$ cat src/rtl/s1_distributor.sv
// rtl/s1_distributor.sv - Spreads an N-bit word stream into four registered lanes Q0..Q3.
// Optional S1_DIST_ADDR_EN selects addressed lanes ({A1|B1, A0&B0}) instead of round-robin.
module s1_distributor #(
  parameter int N = 1
) (
  input  logic         clk,
  input  logic         clr,
  input  logic [N-1:0] din,
  input  logic         din_valid,
  output logic         din_ready,
  output logic [N-1:0] Q0,
  output logic [N-1:0] Q1,
  output logic [N-1:0] Q2,
  output logic [N-1:0] Q3,
  output logic         out_valid,
  input  logic         out_ready,
  input  logic         A1,
  input  logic         B1,
  input  logic         A0,
  input  logic         B0
);

  typedef enum logic {
    FILL = 1'b0,
    FULL = 1'b1
  } state_t;

  state_t              state_q, state_d;
  logic [3:0]          mask_q, mask_d;
  logic [3:0][N-1:0]   lanes_q, lanes_d;
  logic [1:0]          lane;
  logic [3:0]          lane_oh;
  logic                xfer;
  logic                release_set;

`ifdef S1_DIST_ADDR_EN
  assign lane = {A1 | B1, A0 & B0};
`else
  logic [1:0] cnt_q, cnt_d;
  // Address inputs have no role in round-robin mode.
  logic unused_addr;
  assign unused_addr = A1 ^ B1 ^ A0 ^ B0;
  assign lane = cnt_q;
`endif

  assign lane_oh     = 4'b0001 << lane;
  assign xfer        = din_valid & din_ready;
  assign release_set = (state_q == FULL) & out_ready;

  always_ff @(posedge clk) begin
    if (clr) begin
      state_q <= FILL;
    end else begin
      state_q <= state_d;
    end
  end

  always_comb begin
    state_d = state_q;
    case (state_q)
      FILL: if (xfer && ((mask_q | lane_oh) == 4'b1111)) state_d = FULL;
      FULL: if (out_ready) state_d = FILL;
      default: state_d = FILL;
    endcase
  end

  always_comb begin
    din_ready = 1'b0;
    out_valid = 1'b0;
    case (state_q)
      FILL: din_ready = 1'b1;
      FULL: out_valid = 1'b1;
      default: din_ready = 1'b0;
    endcase
  end

  // Consuming a set clears the fill bookkeeping but keeps the lane data visible.
  always_comb begin
    mask_d  = mask_q;
    lanes_d = lanes_q;
    if (xfer) begin
      mask_d        = mask_q | lane_oh;
      lanes_d[lane] = din;
    end else if (release_set) begin
      mask_d = 4'b0000;
    end
  end

`ifndef S1_DIST_ADDR_EN
  always_comb begin
    cnt_d = cnt_q;
    if (xfer) begin
      cnt_d = cnt_q + 2'd1;
    end else if (release_set) begin
      cnt_d = 2'd0;
    end
  end

  always_ff @(posedge clk) begin
    if (clr) begin
      cnt_q <= 2'd0;
    end else begin
      cnt_q <= cnt_d;
    end
  end
`endif

  always_ff @(posedge clk) begin
    if (clr) begin
      mask_q  <= 4'b0000;
      lanes_q <= '0;
    end else begin
      mask_q  <= mask_d;
      lanes_q <= lanes_d;
    end
  end

  assign Q0 = lanes_q[0];
  assign Q1 = lanes_q[1];
  assign Q2 = lanes_q[2];
  assign Q3 = lanes_q[3];

endmodule

$ cat config.mk
export PLATFORM = sky130hd
export DESIGN_NAME = s1_distributor
export DESIGN_NICKNAME = d
export VERILOG_FILES = /design/src/rtl/s1_distributor.sv
export SDC_FILE = /design/constraint.sdc
export NUM_CORES = 1
export LEC_CHECK = 0
export CAP_MARGIN = 20
export CORE_AREA = 2 2 39 41
export CTS_BUF_LIST = sky130_fd_sc_hd__clkbuf_8
export CTS_CLUSTER_SIZE = 24
export DETAILED_ROUTE_END_ITERATION = 8
export DIE_AREA = 0 0 41 43
export DONT_BUFFER_PORTS = 1
export MAX_ROUTING_LAYER = met4
export SYNTH_ARGS = -nofsm -noshare
export SYNTH_HDL_FRONTEND = slang
export SYNTH_SLANG_ARGS = --single-unit
$ cat constraint.sdc
create_clock -name clk -period 1.5 [get_ports clk]
set_clock_uncertainty 0.05 [all_clocks]
set_input_delay 0.15 -clock clk [delete_from_list [all_inputs] [get_ports clk]]
set_output_delay 0.15 -clock clk [all_outputs]
set_load 0.01 [all_outputs]
==> results of run 1 <==
==> through the flow <==
step                setup WS, ns  hold WS, ns
finish                     0.276      0.00808
global route               0.184      0.00436
CTS                        0.283      0.00662
global placement           0.306        0.170
floorplan                  0.320        0.201
detailed placement         0.288        0.173
==> power groups by stage <==
stage	Clock [mW]	Combinational, mW	Sequential, mW
finish	0.295	0.0558	0.318
global route	0.322	0.0625	0.320
CTS	0.304	0.0561	0.318
detailed placement	0	0.0500	0.324
global placement	0	0.0486	0.324
floorplan	0	0.0453	0.322
==> placed cells by master (no fill, tap or decap) <==
cell type      synthesis  routed
a211oi_1               1       1
a21oi_1                8       8
a2bb2oi_1              1       1
buf_4                  0       1
clkbuf_8               0       3
dfxtp_1               11      11
dlygate4sd3_1          0       1
ha_1                   4       4
inv_1                  2       3
inv_2                  1       1
mux2_4                 1       1
nand2_1                9       9
nand3_1                4       4
nand3b_1               4       4
nor2_1                 3       3
nor2b_4                1       1
o21ai_2                1       1
o22ai_1                1       1
o41ai_1                1       1
or3_1                  1       1
==> cell type report <==
type                            instances  area (um2)  area share
Clock buffer                            3        41.3      0.0719
Clock inverter                          1        3.75     0.00654
Inverter                                3        11.3      0.0196
Multi-Input combinational cell         40         260       0.453
Sequential cell                        11         220       0.383
Tap cell                               16        20.0      0.0349
Timing Repair Buffer                    2        17.5      0.0305
==> critical path: stages (launching register included) <==
cell	delay, ns
dfxtp_1	0.40
buf_4	0.20
nor2b_4	0.19
o21ai_2	0.08
o41ai_1	0.21
==> kinds of logic (layout without fill, tap and decap cells) <==
group / after synthesis / count (layout) / synth area share
simple gates: 22 / 22 / 0.232
fa+ha+maj: 4 / 4 / 0.101
mux: 1 / 1 / 0.0303
buf+inv: 4 / 9 / 0.0303
flops: 11 / 11 / 0.444
compound gates: 13 / 13 / 0.162
==> sequential cells by signal (all words and copies together) (netlist names) <==
signal / flops
cnt_q: 2
Q0: 1
Q3: 1
Q1: 1
mask_q: 4
state_q: 1
Q2: 1
==> Yosys cell counts (all sizes together) <==
cell type and instances:
dfxtp 11, nand3b 4, a21oi 8, nor2b 1, nand3 4, nand2 9, nor2 3, o21ai 1
inv 3, o41ai 1, clkbuf 1, a211oi 1, mux2 1, o22ai 1, ha 4, a2bb2oi 1
or3 1
==> final timing paths <==
kind | startpoint | endpoint | slack [ns] | depth (start not counted)
hold / removal | din | Q3 | 0.008 | 2
setup / recovery | state_q | state_q | 0.28 | 4
hold reg to reg | mask_q[0] | mask_q[0] | 0.41 | 2
setup reg to reg | state_q | state_q | 0.28 | 4
==> what timing repair did <==
item / 4_1_cts / 5_1_grt
gates resized for setup: 0 / 0
hold buffers: 1 / 0
buffers inserted: 0 / 0
endpoints found under the hold margin: 11 / 0
==> per-layer routing <==
metal / wire [um] / up-vias / share of wire
met5: 0 / - / 0
met4: 27 / 0 / 0.029
met3: 74 / 2 / 0.079
met2: 413 / 12 / 0.44
met1: 426 / 186 / 0.45
li1: - / 202 / -
==> impl_metrics.env, run 1 <==
export IMPL_status="complete, no violations"
export IMPL_cts_clk_slew_worst_paths_ns=0.05
export IMPL_design_area_um2=574
export IMPL_ys_types=18
export IMPL_gp_congestion=0.800
export IMPL_power_share_clock=0.441
export IMPL_fin_util=0.415
export IMPL_worstMarginPinSlew_ns=0.411
export IMPL_num_fill_cells=140
export IMPL_grtUsageTotal=0.138
export IMPL_grt_busiest_layer="met1"
export IMPL_synth_warnings=0
export IMPL_rsz0062_at_grt="false"
export IMPL_stdcell_count=76
export IMPL_cts_tree="done"
export IMPL_period_share=0.816
export IMPL_netSwitchingFraction=0.234
export IMPL_drv_cap=0
export IMPL_end_kind="flip-flop"
export IMPL_p_total_uw=669
export IMPL_syn_cell_area_um2=495
export IMPL_port_buffers=0
export IMPL_die_y_um=43
export IMPL_fmax_mhz=817
export IMPL_initial_core_util=0.358
export IMPL_die_w_um=41
export IMPL_coreArea_mm2=0.00138
export IMPL_gr_usage_met3=0.0628
export IMPL_hpwl_um=688
export IMPL_cp_arrival_ns=1.32
export IMPL_clk_insertion_delay_late_ns=0.24
export IMPL_synth_area_leaders="dfxtp_1 (44%), ha_1 (10%), a21oi_1 (8.1%), nand2_1 (6.8%), nand3b_1 (6.1%)"
export IMPL_grt_pass1_wl_um=1490
export IMPL_ir_worst_vdd_mv=0.524
export IMPL_num_vias=402
export IMPL_cp_required_ns=1.59
export IMPL_cts_root_buf="clkbuf_8"
export IMPL_slew_viol_final=0
export IMPL_comb_power_share=0.083
export IMPL_insertedDiodeCount=0
export IMPL_cts_buffers=3
export IMPL_avgSynthCellArea_um2=9.01
export IMPL_clock_sinks=11
export IMPL_drcViolationCount=0
export IMPL_io_pins=15
export IMPL_wl_per_cell_um=12.4
export IMPL_cp_max_fo=7
export IMPL_power_frac_seq=0.476
export IMPL_synth_cells=55
export IMPL_slew_headroom=0.725
export IMPL_first_iter_violations=7
export IMPL_use_met1=0.172
export IMPL_drtAntennaViolNets=0
export IMPL_dr_pass1_iters=4
export IMPL_post_drt_via_cell_ratio=5.29
export IMPL_power_leakage_nw=0.217
export IMPL_synth_top_area_frac=0.444
export IMPL_critPathLaunchType="flip-flop"
export IMPL_ys_seq_area_frac=0.444
export IMPL_routed_wl_um=942
export IMPL_hold_viol=0
export IMPL_overflow=0
export IMPL_p_sw_uw=156
export IMPL_drive_gt1_frac=0.133
export IMPL_worstHoldPathType="input port to flip-flop"
export IMPL_finalNetCount=74
export IMPL_ys_ff_latch=11
export IMPL_htree_num_levels=1
export IMPL_placed_area_um2=519
export IMPL_rows=14
export IMPL_p_int_uw=513
export IMPL_setup_tns_final_ns=0
export IMPL_finalCriticalPeriod_ns=1.22
export IMPL_syn_nets=68
export IMPL_first_global_vias=348
export IMPL_die_area_mm2=0.00176
export IMPL_setup_viol_count_final=0
export IMPL_placed_cells=71
export IMPL_critical_path_class="flip-flop to flip-flop"
export IMPL_yosysTopAreaCell="dfxtp_1"
export IMPL_clock_path_buffers=2
export IMPL_use_met2=0.169
export IMPL_area_growth_pct=15.9
export IMPL_powerDensity_mw_per_mm2=1160
export IMPL_grt_max_degree=12
export IMPL_grt_antenna_before_repair=0
(Power assumes the default switching activity.)
==> inputs of run 2 (changes only) <==
==> constraint.sdc (replaced) <==
create_clock -name clk -period 1.3 [get_ports clk]
set_clock_uncertainty 0.05 [all_clocks]
set_input_delay 0.13 -clock clk [delete_from_list [all_inputs] [get_ports clk]]
set_output_delay 0.13 -clock clk [all_outputs]
set_load 0.01 [all_outputs]
==> run 2 against run 1 <==
Effect of this change:
- utilization is 1.4 points higher
- first-iteration DRC count is 100% lower
- sequential power is 15% higher
- clock power is 8.5% higher
- critical path type unchanged
- highest routed layer is now met3
- count of clock-buffer cells in the layout stayed put
- critical endpoint unchanged
==> impl_metrics.env, run 2 (synthesized netlist as in run 1, its figures left out) <==
export IMPL_finalNetCount=76
export IMPL_cp_max_fo=7
export IMPL_end_kind="flip-flop"
export IMPL_area_growth_pct=19.7
export IMPL_grt_pass1_wl_um=1540
export IMPL_die_w_um=41
export IMPL_drive_gt1_frac=0.161
export IMPL_whs_ns=0.00129
export IMPL_grt_max_degree=12
export IMPL_initial_core_util=0.358
export IMPL_rr_worst_depth=4
export IMPL_insertedDiodeCount=0
export IMPL_overflow=0
export IMPL_cts_buffers=3
export IMPL_cp_startpoint="state_q"
export IMPL_drv_cap=0
export IMPL_worstMarginPinSlew_ns=0.407
export IMPL_final_cell_mix="dfxtp_1 (10), nand2_1 (9), a21oi_1 (8)"
export IMPL_cp_arrival_ns=1.26
export IMPL_first_global_vias=377
export IMPL_rsz0062_at_grt="false"
export IMPL_crit_slowest_cell="dfxtp_2"
export IMPL_post_cts_buffers=0
export IMPL_drtAntennaViolNets=0
export IMPL_port_buffers=0
export IMPL_die_y_um=43
export IMPL_hold_viol=0
export IMPL_htree_num_levels=1
export IMPL_coreArea_mm2=0.00138
export IMPL_cpPeakStageDelay_ns=0.36
export IMPL_first_iter_violations=0
export IMPL_clock_path_buffers=2
export IMPL_wl_per_cell_um=12.2
export IMPL_drcViolationCount=0
export IMPL_num_fill_cells=136
export IMPL_finalCriticalPeriod_ns=1.18
export IMPL_design_area_um2=593
export IMPL_clk_insertion_delay_late_ns=0.23
export IMPL_post_drt_via_cell_ratio=5.05
export IMPL_slew_headroom=0.728
export IMPL_crit_family="flip-flops"
export IMPL_cts_root_buf="clkbuf_8"
export IMPL_io_pins=15
export IMPL_rrSetupSlack_ns=0.12
export IMPL_ir_worst_vdd_mv=0.585
export IMPL_setup_tns_final_ns=0
export IMPL_cts_tree="done"
export IMPL_setup_viol_count_final=0
export IMPL_num_vias=394
export IMPL_top_regs="mask_q: 4 flops, cnt_q: 2 flops"
export IMPL_fmax_mhz=847
export IMPL_crit_buf_inv=1
export IMPL_period_share=0.908
export IMPL_grt_antenna_before_repair=0
export IMPL_hpwl_um=690
export IMPL_dr_pass1_iters=1
export IMPL_powerDensity_mw_per_mm2=1270
export IMPL_critical_path_class="flip-flop to flip-flop"
export IMPL_final_common_cell="dfxtp_1"
export IMPL_largest_reg_flops=4
export IMPL_clock_sinks=11
export IMPL_r2r_start="state_q"
export IMPL_timing_rr_end="state_q"
export IMPL_critPathLaunchType="flip-flop"
export IMPL_gp_congestion=0.760
export IMPL_routed_wl_um=954
export IMPL_grtUsageTotal=0.134
export IMPL_die_area_mm2=0.00176
export IMPL_power_leakage_nw=0.226
export IMPL_placed_area_um2=527
export IMPL_cp_depth=4
export IMPL_rows=14
export IMPL_crit_chain="buf_4 > nor2b_4 > o21ai_2 > o41ai_1"
export IMPL_top_register="mask_q"
export IMPL_slew_viol_final=0
export IMPL_status="complete, no violations"
export IMPL_worstHoldPathType="input port to flip-flop"
export IMPL_critPathCapture="state_q"
export IMPL_cts_clk_slew_worst_paths_ns=0.05
export IMPL_cp_required_ns=1.38
run 2: cell types whose count changed in the layout (fill, tap and decap cells not counted):
cell           previous run  this run
dlygate4sd3_1             1         2
buf_4                     1         2
dfxtp_1                  11        10
dfxtp_2                   0         1
run 2: area by class of cell:
cell class | count | area [um2] | area share
Inverter | 3 | 11.3 | 0.0190
Multi-Input combinational cell | 40 | 260 | 0.439
Clock buffer | 3 | 41.3 | 0.0696
Clock inverter | 1 | 3.75 | 0.00633
Sequential cell | 11 | 221 | 0.373
Tap cell | 16 | 20.0 | 0.0338
Timing Repair Buffer | 4 | 35.0 | 0.0591
run 2: timing repair:
action,CTS,global route
resized for setup,0,1
endpoints found under the setup margin,0,1
hold buffers,2,0
hold endpoints to repair,11,0
run 2: worst min path at each step:
stage,startpoint,to,cells past startpoint
floorplan,clr,state_q,1
global placement,clr,mask_q[1],1
detailed placement,clr,mask_q[3],1
CTS,din,Q0,2
global route,din,Q2,2
finish,din,Q0,2
run 2: where the power goes:
part           internal [mW]  switching, mW  total, mW  leakage (nW)
clock network          0.206          0.114      0.320        0.0269
logic                 0.0316         0.0351     0.0667         0.109
registers              0.355         0.0128      0.367        0.0903
run 2: per-layer routing:
metal / track usage / vias to the layer above / part of all wire
met4: 0.0600 / 0 / 0
li1: - / 206 / -
met2: 0.197 / 7 / 0.47
met3: 0.0471 / 0 / 0.051
met5: - / - / 0
met1: 0.158 / 181 / 0.47
run 2: stage by stage:
stage	std cells	setup slack (ns)	total power [mW]	utilization
floorplan	55	0.120	0.424	-
global placement	72	0.113	0.430	0.381
detailed placement	72	0.0939	0.431	0.381
CTS	78	0.0814	0.768	0.428
global route	78	0.0346	0.798	0.429
finish	78	0.120	0.754	0.429
==> RTL change (settings of run 2) <==
The option `S1_DIST_ADDR_EN` is turned on by a define.
--- a/src/rtl/s1_distributor.sv
+++ b/src/rtl/s1_distributor.sv
@@ -1,4 +1,6 @@
 // rtl/s1_distributor.sv - Spreads an N-bit word stream into four registered lanes Q0..Q3.
 // Optional S1_DIST_ADDR_EN selects addressed lanes ({A1|B1, A0&B0}) instead of round-robin.
+`define S1_DIST_ADDR_EN
+
 module s1_distributor #(
   parameter int N = 1
Behaviour: not the same (a bounded check fails within 4 cycles, from zero or initial values).
==> RTL change against run 2 <==
Combinational power is 22% lower; area after synthesis is 20% lower; final cell count is 13% lower; global-route usage is 2.7 points lower; wire length is 18% lower; total power is 12% lower; sequential power is 19% lower; sequential share of layout area is 1.9 points lower; non-clock buffer count is 1 higher; die area stayed put; cell area is 14% lower; sequential cell count is 2 lower; worst setup slack better by 36 ps.
==> RTL change: results (changes against run 2) <==
Status:
- The flow ran to the end, and the final reports show no timing, DRC or antenna violations.

Global route:
- The fraction of met3 tracks used by global routing is 0.0314 (-0.0157).
- The met2 global-route usage was 0.125 (-0.0719).
- The via count of the first global-routing pass is 304 (-19%).
- The overall routing resource usage was 0.107 (-0.0269).
- The first-pass GRT wire length was 1160 um (-25%).
- The global routing usage on met1 is 0.139 (-0.0190).

Setup path:
- The highest fanout seen on the critical path came to 3 (-4).
- The cell family contributing the most delay on the critical path is simple AND/OR/NAND/NOR gates.
- For this design, the slowest cell found on the critical path is sky130_fd_sc_hd__dfxtp_1.
- The delay contributed by the slowest stage of the critical path is 310 ps (-50 ps).

Final layout:
- The share of post-route cells with drive strength above 1 is 0.154 (-0.00744).
- The number of nets at the end of the flow was 62 (-18%).
- The number of multi-input combinational cells is 31 (-23%).
- The share of final layout cell area taken by non-clock buffers is 0.0887 (+0.0296).
- The count of sequential standard cells is 9 (-2).
- The relative area of clock buffers and inverters in the final design is 0.0911 (+0.0152).

Synthesis:
- Ranked by instance count, the synthesized netlist is headed by sky130_fd_sc_hd__dfxtp_1 (9), sky130_fd_sc_hd__nor2_1 (7), sky130_fd_sc_hd__mux2i_1 (4), sky130_fd_sc_hd__inv_1 (3).
- The multiplexer fraction of the synthesized cell area is 0.101 (+0.0706).
- The share of the yosys chip area belonging to registers came to 0.454 (+0.00981).
- By area the synthesized netlist is led by sky130_fd_sc_hd__dfxtp_1 (45%), sky130_fd_sc_hd__mux2i_1 (10%), sky130_fd_sc_hd__nor2_1 (6.6%).
- The cell count after synthesis came to 44 (-20%).
- The net count after synthesis was 53 (-22%).
- The arithmetic-cell share of the synthesized area counting full adders, half adders and majority gates is 0 (-0.101).
- The compound-gate portion of the synthesized area came to 0.177 (+0.0150).
- The count of distinct cell types in the synthesized netlist is 21 (+3).

Route:
- The average wire per standard cell is 11.5 um (-6.0%).
- The top routing layer in use is met4.
- The violation count after the first detailed-routing iteration is 9 (+9).
- The detailed-router iteration count before antenna repair came to 4 (+3).
- The detail-routed via count per cell is 4.90 (-3.1%).
- The routed wire length on met2 is 333 um (-26%).

Pwr:
- The cell internal power dissipation is 525 uW (-11%).
- The share of total power in the clock network is 0.479 (+0.054).
- The clock network power came to 319 uW (about the same).
- The standby leakage power was 0.000214 uW (-5.2%).

STA:
- The worst relative slew slack is 0.774 (+0.0460).

Place:
- The instance count after placement with tap cells included is 61 (-15%).
- The placed wire-length estimate came to 603 um (-13%).
- The routability congestion estimate from global placement is 0.641 (-16%).
[RTL change: cell count changes after synthesis, sizes merged, moves of 2 or more]
cell           run 2  this run
nand3              4         2
a21oi              8         2
nor2               3         7
mux2i              0         4
ha                 4         0
dfxtp             11         9
a21boi             0         2
nand3b             4         0
nand2              9         2
[RTL change: metrics by stage]
step                 util  instance area, um^2  setup WS, ps
floorplan               -                  397          22.3
global placement    0.308                  427          46.7
detailed placement  0.308                  427          43.9
CTS                 0.363                  503          23.0
global route        0.367                  508          83.7
finish              0.367                  508           156
[RTL change: cells by family (layout without fill, tap and decap cells)]
logic type | Yosys count | after routing
AND/OR/NAND/NOR | 17 | 17
AO/OA/AOI/OAI | 10 | 10
flip-flops | 9 | 9
multiplexers | 4 | 4
buffers and inverters | 4 | 12
[RTL change: final timing paths]
check / startpoint / endpoint / slack [ps] / cells past startpoint
max: state_q / Q3 / 160 / 4
min: din / Q3 / 1 / 2
max reg2reg: state_q / Q3 / 160 / 4
min reg2reg: mask_q[2] / mask_q[2] / 410 / 2
